==> config.mk <==
export PLATFORM = sky130hd
export DESIGN_NAME = pe_ws_db
export DESIGN_NICKNAME = d
export VERILOG_FILES = /design/src/rtl/pe_ws_db.sv
export SDC_FILE = /design/constraint.sdc
export NUM_CORES = 1
export LEC_CHECK = 0
export ABC_AREA = 1
export ABC_CLOCK_PERIOD_IN_PS = 7000
export CAP_MARGIN = 10
export CORE_ASPECT_RATIO = 1.2
export CORE_MARGIN = 1
export CORE_UTILIZATION = 40
export DETAILED_ROUTE_END_ITERATION = 16
export REMOVE_ABC_BUFFERS = 1
export SYNTH_ARGS = -nofsm -noshare
export SYNTH_HDL_FRONTEND = slang
export SYNTH_SLANG_ARGS = --single-unit
==> constraint.sdc <==
create_clock -name clk -period 7 [get_ports clk]
set_clock_uncertainty 0.15 [all_clocks]
set_input_delay 0.7 -clock clk [delete_from_list [all_inputs] [get_ports clk]]
set_output_delay 0.7 -clock clk [all_outputs]
set_load 0.1 [all_outputs]
==> src/rtl/pe_ws_db.sv <==
// pe_ws_db: weight-stationary MAC processing element with double-buffered
// weights. Activations pass east, partial sums pass south, one beat per cycle.
// Optional feature macro: PE_SAT_EN (saturating sum plus sticky ovf flag).
// Handshake: a_valid_in qualifies a_in/acc_in for the current cycle. There is
// no backpressure. valid_out marks a_out/acc_out one cycle later, and those
// outputs hold their last values while valid_out is low.
module pe_ws_db #(
  parameter int W_WIDTH   = 8,
  parameter int A_WIDTH   = 16,
  parameter int ACC_WIDTH = 24
) (
  input  logic                 clk,
  input  logic                 rst_n,
  input  logic [W_WIDTH-1:0]   w_load_data,
  input  logic                 w_load_en,
  input  logic                 w_swap,
  output logic                 w_shadow_valid,
  input  logic [A_WIDTH-1:0]   a_in,
  input  logic                 a_valid_in,
  input  logic [ACC_WIDTH-1:0] acc_in,
  output logic [A_WIDTH-1:0]   a_out,
  output logic [ACC_WIDTH-1:0] acc_out,
  output logic                 valid_out,
  input  logic                 ovf_clr,
  output logic                 ovf
);

  localparam int P_WIDTH = W_WIDTH + A_WIDTH;

  generate
    if (ACC_WIDTH < P_WIDTH) begin : g_width_check
      $error("pe_ws_db: ACC_WIDTH must be at least W_WIDTH + A_WIDTH");
    end
  endgenerate

  // Shadow-buffer occupancy. The state is exported directly as w_shadow_valid.
  typedef enum logic {
    SH_EMPTY = 1'b0,
    SH_FULL  = 1'b1
  } shadow_state_e;

  shadow_state_e sh_state, sh_state_next;

  logic [W_WIDTH-1:0]          w_active;
  logic [W_WIDTH-1:0]          w_shadow;
  logic signed [P_WIDTH-1:0]   prod;
  logic signed [ACC_WIDTH-1:0] prod_ext;
  logic [ACC_WIDTH-1:0]        sum;

  // Shadow occupancy register.
  always_ff @(posedge clk or negedge rst_n) begin
    if (!rst_n) sh_state <= SH_EMPTY;
    else        sh_state <= sh_state_next;
  end

  // Next occupancy: a load always fills the shadow. A swap empties it only
  // when no new load arrives on the same edge.
  always_comb begin
    sh_state_next = sh_state;
    unique case (sh_state)
      SH_EMPTY: if (w_load_en) sh_state_next = SH_FULL;
      SH_FULL:  if (w_swap && !w_load_en) sh_state_next = SH_EMPTY;
      default:  sh_state_next = SH_EMPTY;
    endcase
  end

  assign w_shadow_valid = (sh_state == SH_FULL);

  // Weight registers. The active weight changes only on a swap with a full
  // shadow, so a beat on the same edge still multiplies by the old weight.
  always_ff @(posedge clk or negedge rst_n) begin
    if (!rst_n) begin
      w_active <= '0;
      w_shadow <= '0;
    end else begin
      if (w_swap && sh_state == SH_FULL) w_active <= w_shadow;
      if (w_load_en)                     w_shadow <= w_load_data;
    end
  end

  // Full-precision signed product, sign-extended to the partial-sum width.
  assign prod     = P_WIDTH'($signed(w_active)) * P_WIDTH'($signed(a_in));
  assign prod_ext = ACC_WIDTH'(prod);

`ifdef PE_SAT_EN
  localparam logic [ACC_WIDTH-1:0] ACC_MAX = {1'b0, {(ACC_WIDTH-1){1'b1}}};
  localparam logic [ACC_WIDTH-1:0] ACC_MIN = {1'b1, {(ACC_WIDTH-1){1'b0}}};

  logic signed [ACC_WIDTH:0] sum_wide;
  logic                      sum_ovf;

  assign sum_wide = (ACC_WIDTH+1)'($signed(acc_in)) + (ACC_WIDTH+1)'(prod_ext);
  assign sum_ovf  = sum_wide[ACC_WIDTH] ^ sum_wide[ACC_WIDTH-1];

  // Clamp toward the sign of the true (one-bit-wider) result on overflow.
  always_comb begin
    sum = sum_wide[ACC_WIDTH-1:0];
    if (sum_ovf) sum = sum_wide[ACC_WIDTH] ? ACC_MIN : ACC_MAX;
  end

  // Sticky overflow flag. A clear wins over a same-cycle set.
  always_ff @(posedge clk or negedge rst_n) begin
    if (!rst_n)                       ovf <= 1'b0;
    else if (ovf_clr)                 ovf <= 1'b0;
    else if (a_valid_in && sum_ovf)   ovf <= 1'b1;
  end
`else
  logic unused_ovf_clr;

  assign sum            = acc_in + prod_ext;
  assign ovf            = 1'b0;
  assign unused_ovf_clr = ovf_clr;
`endif

  // Forwarding stage. Outputs load on a valid beat and hold otherwise.
  always_ff @(posedge clk or negedge rst_n) begin
    if (!rst_n) begin
      a_out     <= '0;
      acc_out   <= '0;
      valid_out <= 1'b0;
    end else begin
      valid_out <= a_valid_in;
      if (a_valid_in) begin
        a_out   <= a_in;
        acc_out <= sum;
      end
    end
  end

endmodule
Word-level counts from Yosys, hierarchy flattened:

Index checks and enable logic that the tools add are counted.

* reduce and logical (&&, ||, !) cells: 3
* muxes and demuxes: 3
* bitwise gates (word level): 1
* $add $sub $neg: 1
* multiply operators: 1

Operator list (count)
* 24-bit adder: 1
* 8-bit by 16-bit multiplier with 24-bit output: 1
* 1-bit logical AND: 2
* 1-bit two-way mux: 2
* 1-bit case mux with 2 select lines: 1
* 1-bit zero test: 1
* 1-bit NOT: 1

* register bits: 58
* input port bits: 54
* word-level logic and storage cells: 15
* output and inout bits: 43

Logic depth before layout (Yosys ltp):

Gate-level depths: netlist of run 1.

* word-level depth: 4
* gate-level depth with buffers: 24
* depth with buffers taken out: 22

Worst setup path after synthesis of run 1:

Ideal clock, no wire load.

* path type: input to register
* start: in a_in[15]
* end: reg acc_out[22]
* required time: 6730 ps
* buffers on the path: 1
* stages: 20
* slack: 2044 ps
* arrival time: 4687 ps
* library setup time: 120 ps
* path through: clkbuf_1 nand2_1 inv_1 fa_1 fa_1 inv_1 fa_1 inv_1 fa_1 ha_1 ha_1 nand2_1 nor2_1 inv_1 nor2_1 nand4_1 nand3_1 nand2_1 nand3_1 nand2_1

* cells in the longest elaborated chain, start to end: 2

RTL lines
* start: declaration: RTL line 18 `input logic [A_WIDTH-1:0] a_in,`
* 8-bit by 16-bit multiplier with 24-bit output: RTL line 82 `assign prod = P_WIDTH'($signed(w_active)) * P_WIDTH'($signed(a_in));`
* 24-bit adder: RTL line 110 `assign sum = acc_in + prod_ext;`
* end signal: assignment: RTL line 125 `acc_out <= sum;`
* end: declaration: RTL line 22 `output logic [ACC_WIDTH-1:0] acc_out,`

No other way between the ends.
A chain may end at the register's enable or synchronous reset.

Worst setup path in the final report of run 1:

Same ends and word-level chain as after synthesis.

==> results of run 1 <==
area by class of cell:
cell class / instances / area [µm²] / share of cell area, %
Multi-Input combinational cell: 653 / 5210 / 57.6
Sequential cell: 58 / 1450 / 16.0
Timing Repair Buffer: 99 / 973 / 10.8
Inverter: 202 / 758 / 8.38
Tap cell: 252 / 315 / 3.48
Clock buffer: 10 / 239 / 2.64
Clock inverter: 5 / 103 / 1.13
synth_stat cells (2+ instances only):
cell,instances,share of area [%]
nand2_1,315,16
inv_1,200,9.9
fa_1,127,33
dfrtp_1,58,19
ha_1,53,8.7
nor2_1,46,2.3
clkbuf_1,34,1.7
o21ai_0,29,1.9
nand3_1,26,1.7
a21oi_1,15,0.99
nand3b_1,9,0.89
nand4_1,6,0.49
xnor2_1,5,0.58
buf_1,4,0.20
buf_6,3,0.44
o21bai_1,3,0.30
or2_2,3,0.25
a21o_1,2,0.20
a21oi_2,2,0.23
a31oi_1,2,0.16
or2_1,2,0.16
sequential cells by signal, indices dropped and copies added (netlist names):
register,count
a_out,16
acc_out,24
valid_out,1
w_active,8
w_shadow,8
w_shadow_valid,1
path summary, 6_finish.rpt:
| kind | slack, ns | to | depth (start not counted) |
|---|---|---|---|
| setup / recovery | 1.39 | acc_out[22] | 20 |
| min in group asynchronous | 0.38 | valid_out | 2 |
| max in group asynchronous | 5.82 | acc_out[10] | 2 |
| setup reg to reg | 1.56 | acc_out[22] | 19 |
| hold reg to reg | 0.32 | a_out[5] | 2 |
| hold / removal | 0.32 | a_out[5] | 2 |
routing by layer:
| metal | vias up | part of all wire, % | global-route usage, % |
|---|---|---|---|
| met5 | - | 0 | 0 |
| met4 | 0 | 1.5 | 4.48 |
| li1 | 2932 | - | - |
| met2 | 101 | 52 | 36.0 |
| met3 | 18 | 2.8 | 2.70 |
| met1 | 2907 | 44 | 25.6 |
stage by stage:
step                      std cells  util [%]  hold WS, ns  instance area (µm²)
after floorplan                 913         -        0.254                 7420
after global placement         1264      47.4        0.303                 8710
after detailed placement       1264      47.4        0.307                 8710
after CTS                      1279      49.2        0.321                 9050
after global routing           1279      49.2        0.339                 9050
final                          1279      49.2        0.315                 9050
cells by family (layout without fill, tap and decap cells):
| group | after synthesis | after routing | share of synthesized area (%) |
|---|---|---|---|
| AOI/OAI and AO/OA | 55 | 55 | 4.00 |
| xor gates and xnor gates | 5 | 5 | 0.576 |
| other | 1 | 1 | 0.0493 |
| DFF | 58 | 58 | 19.1 |
| adders and majority gates | 180 | 180 | 42.2 |
| and+or+nand+nor | 412 | 412 | 21.7 |
| buffers and inverters | 244 | 316 | 12.4 |
worst register-to-register path: cells and delay by family, from the launching register on:
family	cells	cell delay [ns]
AND/OR/NAND/NOR	9	1.01
buffers and inverters	4	0.60
adder cells (fa/ha/maj)	6	2.74
flip-flops	1	0.83
==> flow_summary.ini, run 1 <==
[min_path]
hp-class = reg2reg
hp-start = a_out[5]

[placed_design]
dp_slack_ns = 1.03
gpl.final_weighted_congestion = 0.854
hpwlAfterDp_mm = 14.4
io_buffer_count = 94

[clock_tree]
cts_setup_buffers = 0
hold_buffers = 0
cts_tree = built
cts_buffers = 9
htree_levels = 3
clockBufferDepth = 2
cts.sinks = 58
cts-resized-gates = 0
clkTransAtPathRegs_ns = 0.05
cts_root_buf = clkbuf_16
clk_latency_ns = 0.33

[setup_path]
r2r_start = w_active[0]
worst_ep_arrival_time_ns = 5.67
cpPeakStageDelay_ns = 0.69
worstSetupStartpointType = input port
worstSetupPathType = in2reg
path_max_fanout = 9
crit_start = a_in[15]
slowest_stage = clkdlybuf4s50_1
end_kind = flop
cp_cell_sequence = clkdlybuf4s50_1, nand2_1, inv_1, fa_1, fa_1, inv_1, fa_1, inv_1, fa_1, ha_1, ha_1, nand2_1, nor2_1, inv_1, nor2_1, nand4_1, nand3_1, nand2_1, nand3_1, nand2_1
worstPathRequired_ns = 7.06
crit_buf_inv = 5
cp_top_family = adder cells

[drt]
first_pass_iters = 5
drc = 0
vias_per_cell = 4.66
vias = 5958
final_antenna_net_count = 0
first_iter_violations = 267
wl_per_cell_um = 14.0
wirelength_mm = 17.9

[die]
core_mm2 = 0.0184
dieHeight_um = 153
boundaryPins = 97
row_count = 54
die_area_mm2 = 0.0196
start_util_pct = 41.4
die_w_um = 128

[grt]
grt_antenna_before_repair = 0
gr-usage-all-layers_pct = 20.1
grt_overflow = 0
grt_pass1_vias = 6210
grt_pass1_wl_mm = 30.9
grt_max_degree = 59

[timing]
timing.final.crit_share_pct = 80.1
tightest_slew_ns = 0.992
drv_slew = 0
hold_viol = 0
min_period_ns = 5.61
rsz0062_at_grt = false
fmax_ghz = 0.178
slew_headroom_pct = 33.7
setup_viol = 0
finalSetupTns_ns = 0
layout_setup_ws_ns = 1.39

[run_status]
outcome = finished clean

[synthesis]
synthArstFlopShare_pct = 100
syn-instance-count = 955
avgSynthCellArea_um2 = 7.96
synth_area_mm2 = 0.00760
synth_cell_types = 32
synth_edf_count = 0
ys_ff_latch = 58
ys_warn_count = 0
ys.flop_type = dfrtp_1
yosysSeqAreaShare_pct = 19.1

[final_layout]
most-common-layout-cells = 315 x nand2_1, 200 x inv_1, 127 x fa_1, 93 x clkdlybuf4s50_1, 58 x dfrtp_1
drive_gt1_share_pct = 2.92
nNetsFinal = 1257
num_antenna_cells = 0
fill_cells = 1864
final_common_cell = nand2_1
syn_to_final_growth_pct = 19.0

[job]
cap_viol_max_count = 0
Power of run 1 is not shown: default switching activity piles up to over one toggle a cycle in this logic, so the estimate is an artifact.
==> run 2: changes to the inputs <==
Settings changed: ABC_CLOCK_PERIOD_IN_PS 7000 to 4710.
Clock period 7 ns to 4.71 ns, I/O delays scaled along.
==> flow_summary.ini, run 2 (synthesized netlist as in run 1, its figures left out) <==
[die]
core_mm2 = 0.0184
die_w_um = 128
dieHeight_um = 153
boundaryPins = 97
start_util_pct = 41.4
die_area_mm2 = 0.0196
row_count = 54

[drt]
final_antenna_net_count = 0
wl_met2_mm = 10.7
dr_wl_met3_um = 756
vias = 6463
wl_per_cell_um = 15.0
vias_per_cell = 4.65
met1Wirelength_mm = 8.65
first_pass_iters = 6
first_iter_violations = 329
wirelength_mm = 20.8
drc = 0
top_layer = met4

[setup_path]
crit_top_cell = fa_1
path_max_fanout = 5
cpPeakStageDelay_ns = 0.55
cp_top_family = adder cells
crit_buf_inv = 3
worst_ep_arrival_time_ns = 4.70
worstSetupStartpointType = input port
cp_cell_sequence = clkdlybuf4s15_1, or2_4, fa_1, fa_1, inv_1, fa_1, fa_1, fa_2, ha_4, a21oi_4, buf_4, o21ai_2, nand2_1, nand2_2, nand2_2, nand3_1, nand2_1, nand3_1, nand2_1
worstPathRequired_ns = 4.79
end_kind = flop
worstSetupPathType = in2reg
slowest_stage = fa_1
r2r_setup_slack_ns = 0.09

[placed_design]
io_buffer_count = 94
hpwlAfterDp_mm = 16.2
gpl.final_weighted_congestion = 0.907
dp_slack_ns = -0.696

[timing]
slew_headroom_pct = 33.5
min_period_ns = 4.62
timing.final.crit_share_pct = 98.1
fmax_ghz = 0.216
drv_slew = 0
layout_setup_ws_ns = 0.0903
hold_viol = 0
rsz0062_at_grt = true
setup_viol = 0
tightest_slew_ns = 0.994
hold-worst-slack_ns = 0.149
finalSetupTns_ns = 0

[clock_tree]
cts.sinks = 58
htree_levels = 3
cts_tree = built
clockBufferDepth = 2
cts_buffers = 9
clk_latency_ns = 0.34
cts_root_buf = clkbuf_16
clkTransAtPathRegs_ns = 0.06

[final_layout]
drive_gt1_share_pct = 21.3
top_regs = acc_out x24, a_out x16
final_util_pct = 57.6
final_common_cell = nand2_1
most-common-layout-cells = 294 x nand2_1, 189 x inv_1, 121 x fa_1, 94 x buf_4, 77 x clkdlybuf4s50_1
syn_to_final_growth_pct = 39.2
nNetsFinal = 1366
largest-register = acc_out
num_antenna_cells = 0
largest_reg_flops = 24

[min_path]
hp-class = in2async

[grt]
grt_pass1_wl_mm = 33.8
grt_antenna_before_repair = 0
grt_pass1_vias = 6705
grt_overflow = 0
grt_max_degree = 59
gr-usage-all-layers_pct = 22.5

[job]
cap_viol_max_count = 0

[run_status]
outcome = finished clean
-- run 2: final cells by class --
class | instances | area (µm²)
fillers | 1696 | 7790
flip-flops and latches | 58 | 1460
well taps | 252 | 315
clock buffers | 12 | 256
inverters | 202 | 766
multi-input cells | 653 | 5820
repair buffers | 208 | 1920
clock inverters | 4 | 50.0
-- run 2: timing repair --
item | in CTS | in global routing
gates resized for setup | 47 | 113
hold buffers | 0 | 0
endpoints found under the setup margin | 16 | 16
buffers inserted | 6 | 13
pin swaps | 10 | 72
-- run 2: final timing paths --
path / depth (start not counted) / to / startpoint
worst max-delay path: 19 / acc_out[22] / a_in[0]
worst min-delay path: 2 / valid_out / rst_n
worst max register to register: 20 / acc_out[23] / w_active[1]
worst min register to register: 2 / a_out[5] / a_out[5]
max in group asynchronous: 2 / w_active[3] / rst_n
min in group clk: 2 / a_out[5] / a_out[5]
-- run 2: per-stage QoR --
| step | cell area (µm²) | std cells |
|---|---|---|
| 5_1_grt | 10600 | 1389 |
| 3_3_place_gp | 9430 | 1354 |
| 2_1_floorplan | 7420 | 913 |
| 3_5_place_dp | 9430 | 1354 |
| 6_report | 10600 | 1389 |
| 4_1_cts | 10000 | 1376 |
-- run 2: routing by layer --
layer / track usage, % / vias to the layer above
met3: 3.12 / 40
met5: 0 / -
met4: 8.24 / 0
met2: 39.4 / 164
met1: 27.9 / 3104
li1: - / 3155
Power of run 2 is left out for the same reason.
